[src/rtl/i2c_reg_seq.sv]
`default_nettype none
// ============================================================================
// Module      : i2c_reg_seq
// Description : Register-transaction sequencer in front of the I2C byte
//               controller. Takes one register read or write command and
//               walks the byte controller through the byte phases:
//                 write : {dev,0}  reg  data(stop)
//                 read  : {dev,0}  reg  {dev,1}(rep. start)  rx-byte(NACK,stop)
//               It then reports completion, read data and sticky fault flags.
//
// Ports       : clk, rst          - clock, asynchronous active-high reset
//               cmd_valid/ready   - command handshake (ready only in idle)
//               cmd_rd            - 1 = register read, 0 = register write
//               dev_addr, reg_addr, wr_data - command fields
//               done              - one-cycle pulse when a command ends
//               rd_data           - last successfully read byte
//               nack, timeout     - sticky fault flags (cleared by rst only)
//               i2c_en/start/stop/rw/ack_o, i2c_out_byte - byte ctrl inputs
//               i2c_busy, i2c_err, i2c_in_byte           - byte ctrl outputs
//
// Revision    : 1.0 - initial release
// ============================================================================
module i2c_reg_seq #(
    parameter logic [15:0] TIMEOUT_CYC = 16'hFFFF
) (
    input  logic       clk,
    input  logic       rst,
    // command side
    input  logic       cmd_valid,
    input  logic       cmd_rd,
    input  logic [6:0] dev_addr,
    input  logic [7:0] reg_addr,
    input  logic [7:0] wr_data,
    output logic       cmd_ready,
    output logic       done,
    output logic [7:0] rd_data,
    output logic       nack,
    output logic       timeout,
    // byte controller side
    output logic       i2c_en,
    output logic       i2c_start,
    output logic       i2c_stop,
    output logic       i2c_rw,
    output logic       i2c_ack_o,
    output logic [7:0] i2c_out_byte,
    input  logic       i2c_busy,
    input  logic       i2c_err,
    input  logic [7:0] i2c_in_byte
);

    // ------------------------------------------------------------------
    // State encoding
    // ------------------------------------------------------------------
    localparam logic [2:0] S_IDLE  = 3'd0;
    localparam logic [2:0] S_ISSUE = 3'd1;
    localparam logic [2:0] S_WAIT  = 3'd2;
    localparam logic [2:0] S_CHECK = 3'd3;
    localparam logic [2:0] S_DONE  = 3'd4;
    localparam logic [2:0] S_FAIL  = 3'd5;
    localparam logic [2:0] S_HALT  = 3'd6;

    // ------------------------------------------------------------------
    // Registers
    // ------------------------------------------------------------------
    logic [2:0]  r_state;
    logic [1:0]  r_ph;          // current byte phase
    logic        r_rd;          // captured command fields
    logic [6:0]  r_dev;
    logic [7:0]  r_reg;
    logic [7:0]  r_wdata;
    logic [15:0] r_tcnt;        // cycles spent in the current phase

    logic        r_cmd_ready;
    logic        r_done;
    logic [7:0]  r_rd_data;
    logic        r_nack;
    logic        r_timeout;
    logic        r_en;
    logic        r_start;
    logic        r_stop;
    logic        r_rw;
    logic        r_ack_o;
    logic [7:0]  r_out_byte;

    // ------------------------------------------------------------------
    // Phase table: returns {start, stop, rw, ack_o, out_byte}
    // ------------------------------------------------------------------
    function automatic logic [11:0] phase_ctl(
        input logic [1:0] ph,
        input logic       rd,
        input logic [6:0] dev,
        input logic [7:0] ra,
        input logic [7:0] wd
    );
        logic [11:0] ctl;
        ctl = 12'h000;
        case (ph)
            2'd0:    ctl = {4'b1010, dev, 1'b0};
            2'd1:    ctl = {4'b0010, ra};
            2'd2:    ctl = rd ? {4'b1010, dev, 1'b1} : {4'b0110, wd};
            default: ctl = {4'b0101, 8'h00};   // receive, master NACK, stop
        endcase
        return ctl;
    endfunction

    logic [11:0] w_first_ctl;
    logic [11:0] w_next_ctl;
    logic        w_last;
    logic [15:0] w_tcnt_inc;
    logic        w_tmo;

    // Phase 0 controls come straight from the command inputs so they are
    // valid in the first ISSUE cycle.
    assign w_first_ctl = phase_ctl(2'd0, cmd_rd, dev_addr, reg_addr, wr_data);
    assign w_next_ctl  = phase_ctl(r_ph + 2'd1, r_rd, r_dev, r_reg, r_wdata);
    assign w_last      = r_rd ? (r_ph == 2'd3) : (r_ph == 2'd2);
    assign w_tcnt_inc  = r_tcnt + 16'd1;
    // Fires on the TIMEOUT_CYC-th cycle spent in ISSUE/WAIT.
    assign w_tmo       = (w_tcnt_inc == TIMEOUT_CYC);

    // ------------------------------------------------------------------
    // Sequencer
    // ------------------------------------------------------------------
    always_ff @(posedge clk or posedge rst) begin
        if (rst) begin
            r_state     <= S_IDLE;
            r_ph        <= 2'd0;
            r_rd        <= 1'b0;
            r_dev       <= 7'd0;
            r_reg       <= 8'd0;
            r_wdata     <= 8'd0;
            r_tcnt      <= 16'd0;
            r_cmd_ready <= 1'b1;
            r_done      <= 1'b0;
            r_rd_data   <= 8'h00;
            r_nack      <= 1'b0;
            r_timeout   <= 1'b0;
            r_en        <= 1'b0;
            r_start     <= 1'b0;
            r_stop      <= 1'b0;
            r_rw        <= 1'b0;
            r_ack_o     <= 1'b0;
            r_out_byte  <= 8'h00;
        end else begin
            r_done <= 1'b0;
            case (r_state)
                S_IDLE: begin
                    if (cmd_valid && r_cmd_ready) begin
                        r_rd        <= cmd_rd;
                        r_dev       <= dev_addr;
                        r_reg       <= reg_addr;
                        r_wdata     <= wr_data;
                        r_ph        <= 2'd0;
                        r_tcnt      <= 16'd0;
                        r_cmd_ready <= 1'b0;
                        r_en        <= 1'b1;
                        {r_start, r_stop, r_rw, r_ack_o, r_out_byte} <= w_first_ctl;
                        r_state     <= S_ISSUE;
                    end
                end

                // Hold en until the controller shows busy, so it cannot
                // miss the request.
                S_ISSUE: begin
                    if (w_tmo) begin
                        r_timeout <= 1'b1;
                        r_en      <= 1'b0;
                        r_done    <= 1'b1;
                        r_state   <= S_FAIL;
                    end else begin
                        r_tcnt <= w_tcnt_inc;
                        if (i2c_busy) begin
                            r_en    <= 1'b0;
                            r_state <= S_WAIT;
                        end
                    end
                end

                S_WAIT: begin
                    if (w_tmo) begin
                        r_timeout <= 1'b1;
                        r_en      <= 1'b0;
                        r_done    <= 1'b1;
                        r_state   <= S_FAIL;
                    end else begin
                        r_tcnt <= w_tcnt_inc;
                        if (!i2c_busy) begin
                            r_state <= S_CHECK;
                        end
                    end
                end

                // err is only meaningful here; the controller also raises
                // it during its own reset.
                S_CHECK: begin
                    if (i2c_err) begin
                        r_nack  <= 1'b1;
                        r_done  <= 1'b1;
                        r_state <= S_FAIL;
                    end else if (w_last) begin
                        if (r_rd) begin
                            r_rd_data <= i2c_in_byte;
                        end
                        r_done  <= 1'b1;
                        r_state <= S_DONE;
                    end else begin
                        r_ph    <= r_ph + 2'd1;
                        r_tcnt  <= 16'd0;
                        r_en    <= 1'b1;
                        {r_start, r_stop, r_rw, r_ack_o, r_out_byte} <= w_next_ctl;
                        r_state <= S_ISSUE;
                    end
                end

                S_DONE: begin
                    r_cmd_ready <= 1'b1;
                    r_state     <= S_IDLE;
                end

                S_FAIL: begin
                    r_state <= S_HALT;
                end

                // Only rst leaves HALT; the byte controller's error state
                // needs the same reset.
                S_HALT: begin
                    r_state <= S_HALT;
                end

                default: begin
                    r_en        <= 1'b0;
                    r_cmd_ready <= 1'b1;
                    r_state     <= S_IDLE;
                end
            endcase
        end
    end

    // ------------------------------------------------------------------
    // Outputs
    // ------------------------------------------------------------------
    assign cmd_ready    = r_cmd_ready;
    assign done         = r_done;
    assign rd_data      = r_rd_data;
    assign nack         = r_nack;
    assign timeout      = r_timeout;
    assign i2c_en       = r_en;
    assign i2c_start    = r_start;
    assign i2c_stop     = r_stop;
    assign i2c_rw       = r_rw;
    assign i2c_ack_o    = r_ack_o;
    assign i2c_out_byte = r_out_byte;

endmodule
`default_nettype wire

[config.mk]
export PLATFORM = sky130hd
export DESIGN_NAME = i2c_reg_seq
export DESIGN_NICKNAME = d
export VERILOG_FILES = /design/src/rtl/i2c_reg_seq.sv
export SDC_FILE = /design/constraint.sdc
export NUM_CORES = 1
export LEC_CHECK = 0
export BUFFER_PORTS_ARGS = -buffer_cell sky130_fd_sc_hd__buf_2
export CORE_MARGIN = 1
export CORE_UTILIZATION = 45
export CTS_BUF_LIST = sky130_fd_sc_hd__clkbuf_8
export DETAILED_ROUTE_END_ITERATION = 10
export GPL_TIMING_DRIVEN = 1
export PLACE_DENSITY = 0.63
export RECOVER_POWER = 50
export SYNTH_ARGS = -nofsm -noshare
export SYNTH_HDL_FRONTEND = slang
export SYNTH_SLANG_ARGS = --single-unit
export TNS_END_PERCENT = 1
[constraint.sdc]
create_clock -name clk -period 3.1 [get_ports clk]
set_input_delay 0.31 -clock clk [delete_from_list [all_inputs] [get_ports clk]]
set_output_delay 0.31 -clock clk [all_outputs]
set_load 0.05 [all_outputs]
# Word level (Yosys, flattened, before mapping)
# Cells that the tools add are included.
dict set report classes {
  n_addsub 2
  n_eq_ne 18
  muxes 49
  bitwise 3
  n_reduce_logical 18
}
# operator n
set op_table {}
lappend op_table {{$mux 16} 4}
lappend op_table {{$pmux 16 s3} 1}
lappend op_table {{$pmux 12 s3} 1}
lappend op_table {{$mux 8} 3}
lappend op_table {{$mux 3} 7}
lappend op_table {{$mux 1} 19}
lappend op_table {{$add 16x1->16 const B} 1}
lappend op_table {{$eq 16x16->1 const B} 1}
lappend op_table {{$pmux 8 s2} 1}
lappend op_table {{$pmux 3 s5} 1}
lappend op_table {{$mux 12} 1}
lappend op_table {{$pmux 1 s2} 6}
lappend op_table {{$ne 2x2->1 const B} 5}
lappend op_table {{$eq 3x3->1 const B} 3}
lappend op_table {{$reduce_and 2->1} 4}
lappend op_table {{$reduce_and 4->1} 2}
lappend op_table {{$eq 2x2->1 const B} 3}
lappend op_table {{$eq 3x2->1 const B} 2}
lappend op_table {{$mux 2} 3}
lappend op_table {{$ne 3x3->1 const B} 2}
lappend op_table {{$reduce_and 6->1} 1}
lappend op_table {{$pmux 1 s5} 1}
lappend op_table {{$reduce_and 5->1} 1}
lappend op_table {{$reduce_or 5->1} 1}
lappend op_table {{other kinds (13)} 16}
dict set report totals {
  regBits 70
  input_bits 37
  out_inout_bits 25
  word_cells 108
}

# Depth between registers and ports, before layout
# Gate-level depths: netlist of the first run.
dict set report logic_depth {
  ltp_word 6
  depth_mapped 9
  depth_no_buf 7
}

# Worst setup path before layout of the first run
# OpenSTA, ideal clock, no wires.
dict set report synth_timing {
  kind {reg-to-reg}
  startpoint {reg r_tcnt[1]}
  endpoint {reg r_tcnt[11]}
  setup_time_ns 0.124
  t_arrival_ns 2.366
  t_required_ns 2.976
  setup_slack_ns 0.610
  stages_incl_launch_ff 9
  n_path_buf 1
  synth_period_minus_slack_ns 2.490
  cell_sequence {dfrtp_1 > ha_1 > nor2b_1 > o21ai_0 > or4_4 > a2111oi_4 > buf_6 > nor3_1 > a211o_1}
}
dict set report synth_between {
  elab_chain_cells 4
  elab_cells_between_ends 6
  classes_between {add/sub: 1; eq/ne: 2; mux: 2; reduce/logical: 1}
}
# item line
set synth_lines {}
lappend synth_lines {{from (decl)} 71} ;# logic [15:0] r_tcnt;
lappend synth_lines {{from (signal assigned)} 171} ;# r_tcnt <= w_tcnt_inc;
lappend synth_lines {{from (signal assigned)} 186} ;# r_tcnt <= w_tcnt_inc;
lappend synth_lines {{$add 16x1->16 *} 117} ;# assign w_tcnt_inc = r_tcnt + 16'd1;
lappend synth_lines {{$eq 16x16->1} 119} ;# assign w_tmo = (w_tcnt_inc == TIMEOUT_CYC);
lappend synth_lines {{$ne 2x2->1 (no source line)} -}
lappend synth_lines {{$reduce_and 5->1 (no source line)} -}
# Mark *: on every way between the ends. The rest lies on a longest branch, timed or not. The select of a mux whose other input is x is not followed.
# A chain may end at the register's enable or synchronous reset.

# Worst setup path in the final report of the first run
dict set report layout_timing {
  startpoint {reg r_tcnt[1]}
  endpoint {reg r_tcnt[5]}
}
# Same word-level chain as after synthesis.

==> results of run 1 <==
==> cell type report <==
type | count | area (µm²)
tap | 102 | 128
timing repair buffer | 68 | 338
fill | 718 | 3570
inverter | 7 | 26.3
clock inverter | 6 | 93.8
multi-input combinational | 231 | 1640
clock buffer | 10 | 138
sequential | 70 | 1750
==> synth_stat cells, types with 3 or more instances <==
library cell  count  area share, %
dfrtp_1          69             49
nand2_1          36            3.8
mux2_2           34             11
nor2_1           17            1.8
o21ai_0          17            2.4
nor3_1           16            2.3
a21oi_1          12            1.7
clkbuf_1         11            1.2
nand3_1           8            1.1
a211o_1           7            1.7
a222oi_1          7            2.0
inv_1             7           0.74
and3_1            6            1.1
buf_2             6           0.85
ha_1              6            2.1
nand2b_1          5           0.88
a21o_1            4           0.85
a221o_1           4            1.1
buf_6             4            1.3
nor2b_1           4           0.71
a22o_1            3           0.74
and2_1            3           0.53
mux2i_1           3           0.85
xnor2_1           3           0.74
xor2_1            3           0.74
==> where the power goes <==
group          internal, µW  switching (µW)  total [µW]
Clock                   481             365         846
Combinational          33.4            74.0         107
Sequential              922            6.72         929
==> worst register-to-register path: stages (launching register included) <==
cell and delay (ns):
dfrtp_1 0.42, ha_1 0.27, nor2b_1 0.18, o21ai_0 0.10
or4_4 0.53, a2111oi_4 0.30, buf_4 0.22, nor2_2 0.09
a221o_1 0.35
==> per-layer routing <==
| layer | vias to the layer above | GRT usage (%) |
|---|---|---|
| li1 | 1310 | - |
| met1 | 1329 | 24.6 |
| met2 | 54 | 32.1 |
| met3 | 13 | 3.11 |
| met4 | 0 | 7.67 |
| met5 | - | 0 |
==> per-stage QoR <==
stage          std cells  worst slack [ns]  area (µm²)
4_1_cts              494             0.544        4130
3_5_place_dp         478             0.563        3900
2_1_floorplan        332             0.610        3550
6_report             494             0.527        4110
5_1_grt              494             0.388        4110
3_3_place_gp         478             0.627        3900
==> cell families after synthesis <==
family / after synthesis / share of synthesized area [%]
compound gates: 68 / 14.3
xor+xnor: 6 / 1.48
fa+ha+maj: 6 / 2.12
buf+inv: 31 / 4.72
flops: 70 / 49.4
mux: 37 / 11.6
simple gates: 114 / 16.4
==> worst max path at each step <==
| stage | startpoint | end | slack [ns] | depth (start not counted) |
|---|---|---|---|---|
| floorplan | r_tcnt[1]$_DFFE_PP0P_ | r_tcnt[11]$_DFFE_PP0P_ | 0.61 | 8 |
| global placement | r_tcnt[1]$_DFFE_PP0P_ | r_tcnt[2]$_DFFE_PP0P_ | 0.63 | 8 |
| detailed placement | r_tcnt[1]$_DFFE_PP0P_ | r_tcnt[5]$_DFFE_PP0P_ | 0.56 | 8 |
| CTS | r_tcnt[1]$_DFFE_PP0P_ | r_tcnt[5]$_DFFE_PP0P_ | 0.54 | 8 |
| global route | r_tcnt[1]$_DFFE_PP0P_ | r_tcnt[5]$_DFFE_PP0P_ | 0.39 | 8 |
| finish | r_tcnt[1]$_DFFE_PP0P_ | r_tcnt[5]$_DFFE_PP0P_ | 0.53 | 8 |
==> results.toml, run 1 <==
[finish]
largest_register = "r_tcnt"
largest_register_ff_count = 16
diodes = 0
final_common_cell = "dfrtp_1"
nNetsFinal = 430
layout_common_cells = "dfrtp_1 (69), buf_2 (51), nand2_1 (36)"
drive_above_1_share_pct = 29.3
area_delta_synth_final_pct = 15.9
utilization_pct = 53.5

[cts]
cts_sinks = 70
htreeDepth = 3
cts_resized = 0
clk_pin_slew_worst_paths_ns = 0.08
clk_latency_ns = 0.34
cts_buffers = 9
root_buffer = "clkbuf_8"
postCtsSetupBuffers = 0
cts_buffer_depth = 2
cts_hold_buffers = 0
cts_tree = "done"

[worst_setup_path]
crit_family = "simple AND/OR/NAND/NOR gates"
critical_path_arrival_ns = 2.79
max_stage_delay_ns = 0.53
cp.required_ns = 3.32
crit_type = "register to register"
cp-end-kind = "register"
rr_startpoint = "r_tcnt[1]$_DFFE_PP0P_"
crit_path_start_kind = "register"
reg2reg_depth = 8
path_buf_inv = 1
regToRegSetupSlack_ns = 0.53
crit_path_max_fanout = 7
regToRegEndpoint = "r_tcnt[5]$_DFFE_PP0P_"
cp_cell_sequence = "ha_1, nor2b_1, o21ai_0, or4_4, a2111oi_4, buf_4, nor2_2, a221o_1"
cp_slowest_cell = "or4_4"

[global_route]
grt_antenna_before_repair = 0
grt.overflow.total = 0
grt_pass1_wl_um = 12600
grt_pass1_vias = 2627
grt_usage_pct = 19.1
grt_max_degree = 32

[place]
portBuffers = 61
routabilityCongestion = 0.859
dp_hpwl_um = 5300

[timing]
drv_slew = 0
rsz0062_at_grt = "no"
relSlewSlack_pct = 21.4
min_period_ns = 2.57
tightest_slew_ns = 1.18
fin_worst_skew_ns = 0.00807
timing.fmax_ghz = 0.389
period_share_pct = 83.0
setup_tns_ns = 0
hold_ws_ns = 0.195
setup_viol = 0
hold_violations = 0

[die]
die_area_mm2 = 0.00824
core-area_mm2 = 0.00769
io_pins = 62
rows = 32
dieWidth_um = 90.8
die_h_um = 90.8
initial_core_util_pct = 46.2

[run_status]
status = "completed"

[power]
cellLeakagePower_uw = 0.00195
vdd_drop_max_mv = 0.228
power.total_uw = 1880
powerDensity_mw_per_mm2 = 457

[detailed_routing]
drc = 0
wl_met1_um = 3380
wl_met2_um = 3660
postRouteAntennaNets = 0
drt-total-wl_um = 7430
wl_met3_um = 246
highest_layer = "met4"
detailedRoute.firstIterationViolations = 141
routed-via-count = 2706
firstDrtPassIters = 5
avgRoutedWirePerCell_um = 15.0
vias_per_cell = 5.48

[yosys]
synth-edff-count = 0
netlist_area_mm2 = 0.00355
synthFlopType = "dfrtp_1"
synth_area_per_cell_um2 = 10.7
yosysWarnings = 0
synth_nets = 375
synth_cells = 332
ys_seq_area_share_pct = 49.4
synth_cell_types = 55
ys_ff_latch = 70
postSynth.asyncResetShare_pct = 100

[run]
cap_violations = 0

[worst_hold_path]
holdPathStages = 2
hold_end = "r_wdata[2]$_DFFE_PP0P_"
min-delay-start = "wr_data[2]"
worst_hold_path_type = "primary input to register"
(Power assumes the default switching activity.)
==> run 2: changes to the inputs <==
==> constraint.sdc (replaced) <==
create_clock -name clk -period 2.7 [get_ports clk]
set_input_delay 0.27 -clock clk [delete_from_list [all_inputs] [get_ports clk]]
set_output_delay 0.27 -clock clk [all_outputs]
set_load 0.05 [all_outputs]
==> run 2 against run 1 <==
Via count fell by 0.52%. Routed wire length up 0.83%. Setup slack got worse by 0.35 ns. Global-route usage increased by 0.59 points. Cell count increased by 0.40%. Critical path depth is the same. Maximum frequency increased by 2.1%. Non-clock buffer count up 3.
==> results.toml, run 2 (synthesis gave the netlist of run 1 again) <==
[cts]
clk_latency_ns = 0.33
clk_pin_slew_worst_paths_ns = 0.08
root_buffer = "clkbuf_8"
cts_buffer_depth = 2
cts_resized = 0
htreeDepth = 3
cts_sinks = 70
cts_buffers = 9
cts_tree = "done"

[timing]
hold_ws_ns = 0.160
min_period_ns = 2.52
layout_setup_ws_ns = 0.180
setup_tns_ns = 0
drv_slew = 0
tightest_slew_ns = 1.35
hold_violations = 0
rsz0062_at_grt = "no"
setup_viol = 0
relSlewSlack_pct = 10.3
timing.fmax_ghz = 0.397
fin_worst_skew_ns = 0.00727
period_share_pct = 93.3

[global_route]
grt.overflow.total = 0
grt_pass1_wl_um = 12800
grt_antenna_before_repair = 0
grt_max_degree = 56
grt_pass1_vias = 2610
grt_usage_pct = 19.7

[place]
dp_hpwl_um = 5200
dp_slack_ns = 0.202
routabilityCongestion = 0.840
portBuffers = 61

[run]
cap_violations = 0

[finish]
final_common_cell = "dfrtp_1"
area_delta_synth_final_pct = 16.9
largest_register = "r_tcnt"
largest_register_ff_count = 16
drive_above_1_share_pct = 29.7
nNetsFinal = 433
diodes = 0
layout_common_cells = "dfrtp_1 (69), buf_2 (50), nand2_1 (36)"
utilization_pct = 53.9

[detailed_routing]
drt-total-wl_um = 7490
detailedRoute.firstIterationViolations = 101
firstDrtPassIters = 6
avgRoutedWirePerCell_um = 15.1
drc = 0
vias_per_cell = 5.43
routed-via-count = 2692
postRouteAntennaNets = 0

[run_status]
status = "completed"

[die]
die_h_um = 90.8
core-area_mm2 = 0.00769
initial_core_util_pct = 46.2
dieWidth_um = 90.8
rows = 32
io_pins = 62
die_area_mm2 = 0.00824

[worst_setup_path]
crit_type = "register to register"
cp.required_ns = 2.92
critical_path_arrival_ns = 2.74
cp-end-kind = "register"
crit_path_max_fanout = 7
crit_path_start_kind = "register"

[power]
cellLeakagePower_uw = 0.00197
vdd_drop_max_mv = 0.420
powerDensity_mw_per_mm2 = 529

[worst_hold_path]
worst_hold_path_type = "primary input to register"
## run 2: worst paths after layout
path / slack, ns / start / depth (start not counted) / endpoint
worst min-delay path: 0.16 / i2c_in_byte[6] / 2 / rd_data[6]$_DFFE_PP0P_
worst max-delay path: 0.18 / r_tcnt[1]$_DFFE_PP0P_ / 8 / r_tcnt[2]$_DFFE_PP0P_
worst min register to register: 0.47 / timeout$_DFFE_PP0P_ / 1 / timeout$_DFFE_PP0P_
max in group asynchronous: 0.42 / rst / 4 / r_dev[1]$_DFFE_PP0P_
worst max register to register: 0.18 / r_tcnt[1]$_DFFE_PP0P_ / 8 / r_tcnt[2]$_DFFE_PP0P_
min in group asynchronous: 0.56 / rst / 3 / rd_data[6]$_DFFE_PP0P_
## run 2: final cells by class
class                      instances  area [µm²]
clock buffer                       9         124
timing repair buffer              71         367
tap                              102         128
fill                             729        3540
multi-input combinational        231        1640
sequential                        70        1750
clock inverter                     6         111
inverter                           7        26.3
## run 2: where the power goes
group / internal [µW] / leakage [µW] / switching [µW] / total, µW
Sequential: 1060 / 0.000934 / 7.92 / 1070
Clock: 609 / 0.000115 / 392 / 1000
Combinational: 38.9 / 0.000924 / 85.7 / 125
## run 2: through the flow
stage | instance area, µm² | total power [µW] | cells
after floorplan | 3550 | 1160 | 332
after detailed placement | 3930 | 1220 | 480
final | 4150 | 2190 | 496
after global placement | 3930 | 1220 | 480
after global routing | 4150 | 2280 | 496
after CTS | 4180 | 2230 | 496
## run 2: critical path, cell delays in order (launching register included)
cell	delay (ns)
dfrtp_1	0.42
ha_1	0.28
nor2b_1	0.18
o21ai_0	0.09
or4_4	0.53
a2111oi_4	0.30
buf_4	0.22
nor2_2	0.09
a221o_1	0.30
## run 2: repair_timing
item | 4_1_cts | 5_1_grt
hold buffers | 1 | 0
hold endpoints to repair | 15 | 0
buffers inserted | 0 | 0
## run 2: layer usage
| metal | vias up | wire (µm) | GRT usage, % |
|---|---|---|---|
| li1 | 1311 | - | - |
| met1 | 1323 | 3380 | 27.3 |
| met2 | 51 | 3720 | 30.7 |
| met3 | 7 | 274 | 4.55 |
| met4 | 0 | 107 | 6.08 |
| met5 | - | 0 | 0 |
